`src/rtl/pipelined_cla_addsub.sv`:
```
// Pipelined carry-lookahead adder/subtractor: one SEG-bit segment is resolved per stage,
// with the segment carry, partial result and zero status registered between stages.
module pipelined_cla_addsub #(
    parameter int WIDTH = 32,
    parameter int SEG   = 8
) (
    input  logic             clk,
    input  logic             rst,
    input  logic             i_valid,
    output logic             o_ready,
    input  logic [WIDTH-1:0] i_a,
    input  logic [WIDTH-1:0] i_b,
    input  logic             i_sub,
    input  logic             i_carry,
    output logic             o_valid,
    input  logic             i_ready,
    output logic [WIDTH-1:0] o_result,
    output logic             o_carry,
    output logic             o_overflow,
    output logic             o_zero
);
    localparam int STAGES = WIDTH / SEG;

    if (WIDTH < 1 || SEG < 1 || (WIDTH % SEG) != 0) begin : g_param_check
        $fatal(1, "pipelined_cla_addsub: SEG must be >= 1 and divide WIDTH");
    end

    // Handshake: an input transfers on an edge with i_valid & o_ready, a result on an edge
    // with o_valid & i_ready. The whole pipeline moves together (adv) or holds together.
    logic adv;
    assign adv     = !o_valid || i_ready;
    assign o_ready = adv;

    // Index k is the input of stage k; index 0 is the operand port, index STAGES the output.
    logic             st_v [STAGES+1];
    logic [WIDTH-1:0] st_s [STAGES+1];
    logic             st_c [STAGES+1];
    logic             st_z [STAGES+1];
    logic [WIDTH-1:0] st_a [STAGES];
    logic [WIDTH-1:0] st_b [STAGES];
    logic             ovf_q;

    assign st_v[0] = i_valid;
    assign st_s[0] = '0;
    assign st_c[0] = i_sub ^ i_carry;
    assign st_z[0] = 1'b1;
    assign st_a[0] = i_a;
    assign st_b[0] = i_b ^ {WIDTH{i_sub}};

    for (genvar k = 0; k < STAGES; k++) begin : g_stage
        logic [SEG-1:0]   seg_a;
        logic [SEG-1:0]   seg_b;
        logic [SEG-1:0]   seg_g;
        logic [SEG-1:0]   seg_p;
        logic [SEG-1:0]   seg_sum;
        logic [SEG:0]     seg_c;
        logic [WIDTH-1:0] sum_next;
        logic             v_q;
        logic             c_q;
        logic             z_q;
        logic [WIDTH-1:0] s_q;

        always_comb begin
            seg_a    = st_a[k][k*SEG +: SEG];
            seg_b    = st_b[k][k*SEG +: SEG];
            seg_g    = seg_a & seg_b;
            seg_p    = seg_a | seg_b;
            seg_c    = '0;
            seg_c[0] = st_c[k];
            for (int i = 0; i < SEG; i++) begin
                seg_c[i+1] = seg_g[i] | (seg_p[i] & seg_c[i]);
            end
            seg_sum  = seg_a ^ seg_b ^ seg_c[SEG-1:0];
            sum_next = st_s[k];
            sum_next[k*SEG +: SEG] = seg_sum;
        end

        always_ff @(posedge clk) begin
            if (rst) begin
                v_q <= 1'b0;
                s_q <= '0;
                c_q <= 1'b0;
                z_q <= 1'b0;
            end else if (adv) begin
                v_q <= st_v[k];
                s_q <= sum_next;
                c_q <= seg_c[SEG];
                z_q <= st_z[k] & (seg_sum == '0);
            end
        end

        assign st_v[k+1] = v_q;
        assign st_s[k+1] = s_q;
        assign st_c[k+1] = c_q;
        assign st_z[k+1] = z_q;

        if (k < STAGES - 1) begin : g_fwd
            logic [WIDTH-1:0] a_q;
            logic [WIDTH-1:0] b_q;

            always_ff @(posedge clk) begin
                if (rst) begin
                    a_q <= '0;
                    b_q <= '0;
                end else if (adv) begin
                    a_q <= st_a[k];
                    b_q <= st_b[k];
                end
            end

            assign st_a[k+1] = a_q;
            assign st_b[k+1] = b_q;
        end else begin : g_last
            // Carry into the MSB is internal to the top segment, so overflow is formed here.
            always_ff @(posedge clk) begin
                if (rst) begin
                    ovf_q <= 1'b0;
                end else if (adv) begin
                    ovf_q <= seg_c[SEG-1] ^ seg_c[SEG];
                end
            end
        end
    end

    assign o_valid    = st_v[STAGES];
    assign o_result   = st_s[STAGES];
    assign o_carry    = st_c[STAGES];
    assign o_zero     = st_z[STAGES];
    assign o_overflow = ovf_q;

endmodule

```
`config.mk`:
```
export PLATFORM = sky130hd
export DESIGN_NAME = pipelined_cla_addsub
export DESIGN_NICKNAME = d
export VERILOG_FILES = /design/src/rtl/pipelined_cla_addsub.sv
export SDC_FILE = /design/constraint.sdc
export NUM_CORES = 1
export LEC_CHECK = 0
export CAP_MARGIN = 20
export CORE_UTILIZATION = 54
export DETAILED_ROUTE_END_ITERATION = 8
export GPL_ROUTABILITY_DRIVEN = 1
export PLACE_DENSITY = 0.88
export SLEW_MARGIN = 20
export SYNTH_ARGS = -nofsm -noshare
export SYNTH_HDL_FRONTEND = slang
export SYNTH_SLANG_ARGS = --single-unit
```
`constraint.sdc`:
```
create_clock -name clk -period 14 [get_ports clk]
set_input_delay 2.8 -clock clk [delete_from_list [all_inputs] [get_ports clk]]
set_output_delay 2.8 -clock clk [all_outputs]
set_load 0.05 [all_outputs]
```
== Yosys cells after proc, flatten, opt, wreduce, memory -nomap -nowiden ==
Index checks and enable logic that the tools add are counted.
Word-level totals
  bits in registers: 285
  output and inout port bits: 37
  input bits: 70
  word-level logic and storage cells: 115
Cells by class
  reductions and logical operators: 6
  bitwise logic cells: 86
Operator list (number)
  XOR 8 bit: 8
  bitwise AND 1 bit: 35
  bitwise AND 8 bit: 4
  zero test 8 bit: 4
  bitwise OR 1 bit: 32
  bitwise OR 8 bit: 4
  XOR 32 bit: 1
  XOR 1 bit: 2
  zero test 1 bit: 1
  logical OR 1 bit: 1

== Logic depth before layout (Yosys ltp) ==
  depth after elaboration: 18
  depth in mapped cells: 18
  depth with buffers taken out: 16

== Least setup slack after synthesis ==
Ideal clock, no wire load.
  path kind: input to register
  start point: input port i_sub
  end point: register g_stage[0].z_q
  path buffers: 2
  library setup time: 0.070 ns
  cell stages on the path: 18
  arrival: 6.474 ns
  setup slack: 7.455 ns
  required time: 13.930 ns
  cell sequence: buf_2 -> buf_4 -> xnor2_1 -> fa_1 -> inv_1 -> fa_1 -> fa_1 -> inv_1 -> fa_1 -> fa_1 -> inv_1 -> fa_1 -> inv_1 -> fa_1 -> fa_1 -> and4_1 -> nand3_1 -> a21oi_1
Between the ends
  word-level cells in the longest chain between the ends: 18
  elaborated cells between the ends (all ways): 21
  classes of those cells: 20 x bitwise; 1 x reduce/logical
Ends and longest elaborated chain
  start: declaration: line 13  | input logic i_sub,
  XOR 32 bit: line 48  | assign st_b[0] = i_b ^ {WIDTH{i_sub}};
  bitwise OR 8 bit: line 67  | seg_p = seg_a | seg_b;
  bitwise AND 1 bit: line 71  | seg_c[i+1] = seg_g[i] | (seg_p[i] & seg_c[i]);
  bitwise OR 1 bit: line 71
  bitwise AND 1 bit: line 71
  bitwise OR 1 bit: line 71
  bitwise AND 1 bit: line 71
  bitwise OR 1 bit: line 71
  [2 not listed]
  bitwise AND 1 bit: line 71
  bitwise OR 1 bit: line 71
  bitwise AND 1 bit: line 71
  bitwise OR 1 bit: line 71
  bitwise AND 1 bit: line 71
  bitwise OR 1 bit: line 71
  XOR 8 bit *: line 73  | seg_sum = seg_a ^ seg_b ^ seg_c[SEG-1:0];
  zero test 8 bit *: line 88  | z_q <= st_z[k] & (seg_sum == '0);
  end signal: assignment: line 88
  end: declaration: line 60  | logic z_q;
Mark *: on every way between the ends. The rest lies on a longest branch, timed or not.
A chain may end at the register's enable or synchronous reset.

== Worst setup path after layout ==
  start point: input port i_ready
  end point: output port o_ready
Between the ends
  word-level cells in the longest chain between the ends: 1
Ends and longest elaborated chain
  start: declaration: line 16  | input logic i_ready,
  logical OR 1 bit: line 31  | assign adv = !o_valid || i_ready;
  end: declaration: line 10  | output logic o_ready,
Every way passes these cells.

==> flow_metrics.py <==
metrics = {
    "timing": {
        "hold_violations": 0,
        "tightestPinTransition_ns": 1.01,
        "drv_slew": 0,
        "setup_viol": 0,
        "period_needed_ns": 8.25,
        "fin_crit_sh_pct": 59.0,
        "clock_skew_ns": 0.00598,
        "timing.fmax_ghz": 0.121,
        "slew_headroom_pct": 32.5,
        "tns_ns": 0,
        "rsz0062_at_grt": "false",
    },
    "cells_and_area": {
        "nFillCells": 1104,
        "final_common_cell": "nand2_1",
        "multi_input_area_um2": 3490,
        "antenna_cells": 0,
        "fin_nets": 1061,
        "ff_latch_area_um2": 3780,
        "utilization_pct": 67.0,
        "drive_above_1_share_pct": 7.00,
        "layout_common_cells": "nand2_1 (294), dfxtp_1 (189), a21oi_1 (148)",
        "synthToLayoutAreaGrowth_pct": 20.4,
    },
    "worst_setup_path": {
        "cp.required_ns": 11.20,
        "path_class": "input pin to output pin",
        "arrival_ns": 5.45,
        "rr_endpoint": "g_stage[2].z_q",
        "critPathCaptureType": "output pin",
        "rr_worst_depth": 15,
        "r2r_setup_slack_ns": 9.96,
        "crit_path_max_fanout": 124,
        "start_kind": "input pin",
        "r2r_start": "g_stage[1].c_q",
    },
    "placement": {
        "hpwl_um": 10400,
        "place.gp.congestion": 0.762,
        "port_buffers": 106,
    },
    "drt": {
        "routedWlPerCell_um": 14.1,
        "antenna_left": 0,
        "drc_errors": 0,
        "dr.pass1.iters": 5,
        "routed_wl_um": 16200,
        "drt-vias-per-instance": 5.21,
        "drt_iter0_drc": 432,
        "dr_total_vias": 5992,
    },
    "synthesis": {
        "synth-adder-area-share_pct": 8.23,
        "synth_compound_area_share_pct": 15.2,
        "post_synth_and_or_nand_nor_area_fraction_pct": 17.5,
        "synthesis.area_um2": 7780,
        "synth_top_family_by_area": "simple AND/OR/NAND/NOR gates",
        "synth_cell_types": 25,
        "synth_warnings": 0,
        "synth_xor_area_share_pct": 3.83,
        "muxShareOfSynthArea_pct": 0,
        "ys_seq_elements": 189,
        "synth_seq_area_share_pct": 48.6,
        "syn-num-nets": 998,
        "syn_inst": 896,
        "post_synth.cell_area_avg_um2": 8.68,
    },
    "global_routing": {
        "antenna_found_initial": 0,
        "grt_pass1_vias": 5415,
        "grt_usage_pct": 22.7,
        "grt_pass1_wl_um": 26100,
        "grt_max_degree": 139,
        "grt-ovfl-total": 0,
    },
    "die": {
        "dieHeight_um": 122,
        "rows": 43,
        "start_util_pct": 55.6,
        "coreArea_um2": 14000,
        "fp.dieArea_um2": 14900,
        "die_x_um": 122,
        "ioPinCount": 107,
    },
    "power": {
        "p_leak_nw": 3.55,
        "vdd_drop_max_uv": 82.5,
        "powerDensity_nw_per_um2": 134,
    },
    "clock_tree": {
        "clockBufferDepth": 2,
        "h-tree-depth": 4,
        "numCtsBuffers": 17,
        "cts_tree": "done",
        "cts_hold_buf": 0,
        "cts_resized": 0,
        "clock_sinks": 189,
        "insertion_delay_ns": 0.43,
        "root_buffer": "clkbuf_16",
        "path_clk_slew_ns": 0.06,
        "cts_setup_buffers": 0,
    },
    "min_path": {
        "holdCritPathClass": "flop to flop",
        "min_path_cells": 2,
        "hold_start": "o_result[25]",
        "holdPathEnd": "o_result[25]",
    },
    "status": {
        "status": "finished, final reports clean",
    },
    "flow_run": {
        "max_cap_viol_count": 0,
    },
}
## worst max-delay path: stages
cell and delay (ns):
clkdlybuf4s50_1 0.51, nor2b_4 0.04, buf_4 0.33, inv_6 0.72, clkdlybuf4s50_1 0.95
## power by group
| group | switching (mW) | internal (mW) | total [mW] | leakage (nW) |
|---|---|---|---|---|
| combinational | 0.0803 | 0.0666 | 0.147 | 1.69 |
| sequential | 0.0200 | 0.574 | 0.594 | 1.55 |
| clock | 0.203 | 0.310 | 0.513 | 0.308 |
| total | 0.304 | 0.950 | 1.25 | 3.55 |
## worst max path at each step
stage | slack, ns | cells after the start | end | start
floorplan | 7.46 | 18 | g_stage[0].z_q | i_sub
global placement | 5.77 | 5 | o_ready | i_ready
detailed placement | 5.76 | 5 | o_ready | i_ready
CTS | 5.76 | 5 | o_ready | i_ready
global route | 5.59 | 5 | o_ready | i_ready
finish | 5.75 | 5 | o_ready | i_ready
## through the flow
step	power, mW	cell area [um^2]	worst slack (ns)	hold slack, ns	instances
2_1_floorplan	0.696	7780	7.46	0.427	896
3_3_place_gp	0.744	8730	5.77	0.438	1120
3_5_place_dp	0.750	8730	5.76	0.444	1120
4_1_cts	1.26	9370	5.76	0.452	1151
5_1_grt	1.30	9370	5.59	0.466	1151
6_report	1.25	9370	5.75	0.451	1151
## cell type report
cell class                      instances  share of cell area [%]
Clock buffer                           19                    4.83
Sequential cell                       189                    40.4
Tap cell                              180                    2.40
Timing Repair Buffer                  110                    11.6
Multi-Input combinational cell        604                    37.3
Inverter                               37                    1.54
Clock inverter                         12                    1.95
## synthesized netlist by cell type, drive strengths merged
library cell | count | area share (%)
nand2 | 294 | 14
dfxtp | 189 | 49
a21oi | 148 | 9.5
nor2 | 43 | 2.1
a211oi | 40 | 5.7
buf | 40 | 3.4
inv | 37 | 1.8
fa | 32 | 8.2
xnor2 | 29 | 3.3
clkbuf | 26 | 1.4
xor2 | 5 | 0.56
nor3b | 3 | 0.29
and4 | 2 | 0.23
nand4b | 2 | 0.23
nor4 | 2 | 0.16
nand3 | 1 | 0.064
nand4 | 1 | 0.080
nor2b | 1 | 0.11
nor4b | 1 | 0.11
## flip-flops by register name, indices dropped and copies added (netlist names), 3 cells and up
name	flops
g_stage.g_fwd.a_q	48
g_stage.g_fwd.b_q	48
g_stage.s_q	48
o_result	32
g_stage.c_q	3
g_stage.v_q	3
g_stage.z_q	3
## logic make-up (layout without fill, tap and decap cells)
logic type,count (synthesis),count (layout)
compound gates,188,188
buf+inv,103,178
simple gates,350,350
flops,189,189
xor+xnor,34,34
fa+ha+maj,32,32
## metal layers
metal / vias to the layer above / share of wire (%) / GRT usage [%]
li1: 2995 / - / -
met2: 176 / 49 / 35.6
met4: 0 / 2.7 / 10.5
met5: - / 0 / 0
met3: 31 / 4.1 / 4.49
met1: 2790 / 44 / 30.0
(Power assumes the default switching activity.)
